`src/rtl/fifo_read_ctrl_pkg.sv`:
```
// Shared FIFO constants for the writer and reader sides.
// Pointers carry one extra wrap bit above the storage address.
package fifo_read_ctrl_pkg;

  localparam int FIFO_DEPTH_DEF = 8;
  localparam int DATA_WIDTH_DEF = 8;

  function automatic int ptr_aw(input int depth);
    return $clog2(depth);
  endfunction

endpackage

```
`src/rtl/fifo_read_ctrl.sv`:
```
// Read side of a synchronous FIFO: one-entry registered output stage fed from
// storage, with flush, occupancy count and a sticky overflow flag.
module fifo_read_ctrl
  import fifo_read_ctrl_pkg::*;
#(
  parameter int FIFO_DEPTH = FIFO_DEPTH_DEF,
  parameter int DATA_WIDTH = DATA_WIDTH_DEF,
  localparam int AW        = ptr_aw(FIFO_DEPTH)
) (
  input  logic                  r_clk,
  input  logic                  rst,
  input  logic [AW:0]           w_ptr,
  input  logic [DATA_WIDTH-1:0] r_data,
  input  logic                  out_ready,
  input  logic                  flush,
  output logic [AW-1:0]         r_addr,
  output logic [AW:0]           r_ptr,
  output logic [DATA_WIDTH-1:0] out_data,
  output logic                  out_valid,
  output logic                  empty,
  output logic [AW:0]           count,
  output logic                  ovf_err
);

  localparam logic [AW:0]   PTR_ONE = {{AW{1'b0}}, 1'b1};
  localparam logic [AW+1:0] DEPTH_W = (AW+2)'(FIFO_DEPTH);

  logic [AW:0]           r_ptr_q, r_ptr_d;
  logic [DATA_WIDTH-1:0] out_data_q, out_data_d;
  logic                  out_valid_q, out_valid_d;
  logic                  ovf_q, ovf_d;
  logic                  xfer, load;

  assign empty = (r_ptr_q == w_ptr);
  assign count = w_ptr - r_ptr_q;
  assign xfer  = out_valid_q & out_ready;
  assign load  = ~flush & ~empty & (~out_valid_q | xfer);

  always_comb begin
    r_ptr_d     = r_ptr_q;
    out_data_d  = out_data_q;
    out_valid_d = out_valid_q;
    // Flush wins; a transfer in the same cycle has already been delivered.
    if (flush) begin
      r_ptr_d     = w_ptr;
      out_valid_d = 1'b0;
    end else if (load) begin
      r_ptr_d     = r_ptr_q + PTR_ONE;
      out_data_d  = r_data;
      out_valid_d = 1'b1;
    end else if (xfer) begin
      out_valid_d = 1'b0;
    end
    ovf_d = ovf_q | ({1'b0, count} > DEPTH_W);
  end

  always_ff @(posedge r_clk or posedge rst) begin
    if (rst) begin
      r_ptr_q     <= '0;
      out_data_q  <= '0;
      out_valid_q <= 1'b0;
      ovf_q       <= 1'b0;
    end else begin
      r_ptr_q     <= r_ptr_d;
      out_data_q  <= out_data_d;
      out_valid_q <= out_valid_d;
      ovf_q       <= ovf_d;
    end
  end

  assign r_ptr     = r_ptr_q;
  assign r_addr    = r_ptr_q[AW-1:0];
  assign out_data  = out_data_q;
  assign out_valid = out_valid_q;
  assign ovf_err   = ovf_q;

endmodule

```
`config.mk`:
```
export PLATFORM = sky130hd
export DESIGN_NAME = fifo_read_ctrl
export DESIGN_NICKNAME = d
export VERILOG_FILES = /design/src/rtl/fifo_read_ctrl_pkg.sv /design/src/rtl/fifo_read_ctrl.sv
export SDC_FILE = /design/constraint.sdc
export NUM_CORES = 1
export LEC_CHECK = 0
export CAP_MARGIN = 20
export CORE_MARGIN = 5
export CORE_UTILIZATION = 37
export CTS_CLUSTER_SIZE = 20
export DETAILED_ROUTE_END_ITERATION = 10
export GPL_TIMING_DRIVEN = 1
export PLACE_DENSITY = 0.86
export RECOVER_POWER = 25
export SETUP_SLACK_MARGIN = 0.2
export SYNTH_ARGS = -nofsm -noshare
export SYNTH_HDL_FRONTEND = slang
export SYNTH_SLANG_ARGS = --single-unit
```
`constraint.sdc`:
```
create_clock -name r_clk -period 2 [get_ports r_clk]
set_clock_uncertainty 0.2 [all_clocks]
set_input_delay 0.3 -clock r_clk [delete_from_list [all_inputs] [get_ports r_clk]]
set_output_delay 0.3 -clock r_clk [all_outputs]
set_load 0.02 [all_outputs]
```
==> metrics <==
clock buffer count from CTS=3; CTS tree=done; largest cells by area after synthesis=dfrtp_1 (41%), mux2_2 (11%), ha_1 (5.9%), inv_1 (4.0%), nand3_1 (2.9%); critical path startpoint category=register; Register Area=354.1 um^2; Slew @ Worst Pin=approximately 560 ps; number of global-route vias before repair=983; Total Wirelength=3198 um; R2R setup slack=20 ps; GRT Residual Overflow=0; Post-Synth Simple-Gate Area=approximately 16%; post-synthesis adder-cell area fraction=under 10%; Post-synth ARST share=between 90% and 100%; Pwr Density=about 950 mW/mm^2; static leakage=0.7769 nW; initial DRC count=30; P&R area growth vs syn=94.28%; syn avg cell area=10.53 um^2; Die Area=around 0.0034 mm^2; Top FF cell, synth=dfrtp_1; CORE AREA=0.002212 mm^2; CTS Buffer Depth=2; Post-synth top cells=dfrtp_1 (14), inv_1 (9), mux2_2 (8); filler cell count=149; largest net degree at the start of global routing=15; RSZ-0062 raised after global routing=true; clk_lat worst skew=290 ps; CP max FO=3; Compound-Gate Fraction of Synth Area=about an eighth; Synth top area share=41.06%; violated checks=setup timing; vias=930; Placer Congestion=0.8490; Setup WS post-layout=-89.40 ps; post-layout util=74.94%; Synth Instances=81; wire length of the first global-routing pass=4395 um; Synth cell types=31; root buf cell=clkbuf_4; Final Hold Viols=0; CP Capture Type=output pin; ratio of cells with drive above 1 in the final layout=48.61%; count leader, synth=dfrtp_1; # rows=17; post-DR wirelength/cell=18.59 um; Slew HR=62.78%; syn nets=102; largest family of logic cells by synthesized area=simple AND/OR/NAND/NOR gates; diode count=0; Max Cap Violations=0; GRT Overall Usage=16.88%; Final Setup Violations=3; DRT antenna net count=0; # DRC=0; Max Slew Vio Count=0; post-route clock period utilization=104.5%; critical path class=reg2out; initial antenna violation count=0; XOR/XNOR Fraction of Synth Area=3.079%; Ports=38; FMAX=approximately 0.48 GHz; chip width=58.03 um; CTS Hold Bufs=0; Initial Util=approximately two fifths; warnings from Yosys=0; vias per cell=~5.4; Final min period=2089 ps; Hold WS=approximately 280 ps; mux cell area share after synthesis=10.56%; Post-synth EDFFs=0; H-tree depth=1; type of the most critical hold path=reg2reg; die span in y=58.03 um; post-DP HPWL=2021 um; outcome=finished with violations; Worst EP arrival=1590 ps; Peak VDD IR=0.0008532 V; area of the multi-input gates=590.6 um^2; CP required=1500 ps; Final nets=around 170; Sinks on Clock Net=14; sequential fraction of the synthesis area=41.06%; Port Buffers=37; synthesized cell area=853.3 um^2; cell taking the most area after synthesis=dfrtp_1; Clock Pin Slew Worst Setup and Hold Paths=about 90 ps; register bit count reported by yosys=14; drt pass-1 iters=4
-- critical path: stages, from the launching register on --
cell and delay [ps]:
dfrtp_2 430, buf_4 150, fa_2 370, xnor2_2 170, buf_4 180
-- registers in the layout, summed over array words and instances (netlist names) --
name	count
ovf_err	1
out_valid	1
r_ptr	4
out_data	8
-- report_power, final --
group	leakage, nW	switching, mW	total (mW)	internal, mW
clock	0.0210	0.0955	0.207	0.111
sequential	0.158	0.0378	0.376	0.339
combinational	0.598	0.470	0.986	0.516
-- cell type report --
type                       instances  share of cell area, %
clock buffer                       4                  2.189
multi-input combinational         53                  35.62
inverter                           9                  2.189
tap                               28                  2.113
timing repair buffer              64                  36.53
sequential                        14                  21.36
-- through the flow --
| step | cell area [um^2] | instances | power (mW) | worst slack [ps] | TNS [ps] |
|---|---|---|---|---|---|
| floorplan | 909.6 | 81 | 0.7868 | -126.1 | -964.7 |
| global placement | 1446 | 161 | 1.153 | -649.7 | -6615 |
| detailed placement | 1446 | 161 | 1.182 | -734.5 | -7208 |
| CTS | 1570 | 167 | 1.472 | -165.3 | -355.5 |
| global route | 1658 | 172 | 1.644 | -137.2 | -385.2 |
| finish | 1658 | 172 | 1.569 | -89.40 | -232.7 |
-- layer usage --
metal  GRT usage (%)  part of all wire, %  up-vias
met3           5.122                  5.4       17
met2           30.32                   53       36
met5               0                    0        -
met1           19.07                   37      454
met4           4.967                  4.7        0
li1                -                    -      423
-- timing repair --
action                                  in CTS  in global routing
endpoints found under the setup margin      23                 19
gates resized for setup                     62                 15
buffers inserted                             2                  5
pin swaps                                    6                  9
-- path summary, 6_finish.rpt --
kind,start,cells past startpoint,to
setup / recovery,r_ptr[1],4,count[2]
max in group asynchronous,rst,2,r_ptr[0]
setup reg to reg,r_ptr[0],6,out_data[6]
hold reg to reg,ovf_err,2,ovf_err
min in group asynchronous,rst,2,ovf_err
hold / removal,ovf_err,2,ovf_err
-- cell families after synthesis --
family                     after synthesis
muxes                                    8
buffers and inverters                   14
AOI/OAI and AO/OA                       13
adders and majority gates                5
xor gates and xnor gates                 3
DFF                                     14
and+or+nand+nor                         24
-- cells in the final DEF, fill, tap and decap left out, types with 2 or more instances in the layout --
cell,count
and3_4,2
buf_4,21
buf_6,10
clkbuf_4,3
clkdlybuf4s50_1,15
dfrtp_1,11
dfrtp_2,3
dlygate4sd2_1,12
dlymetal6s2s_1,4
ha_4,3
inv_1,4
inv_2,4
mux2_4,8
nand3_1,4
nand4_1,2
nor2_4,2
nor2b_1,3
o211ai_1,2
Note: power is estimated with default switching activity, not from simulation.
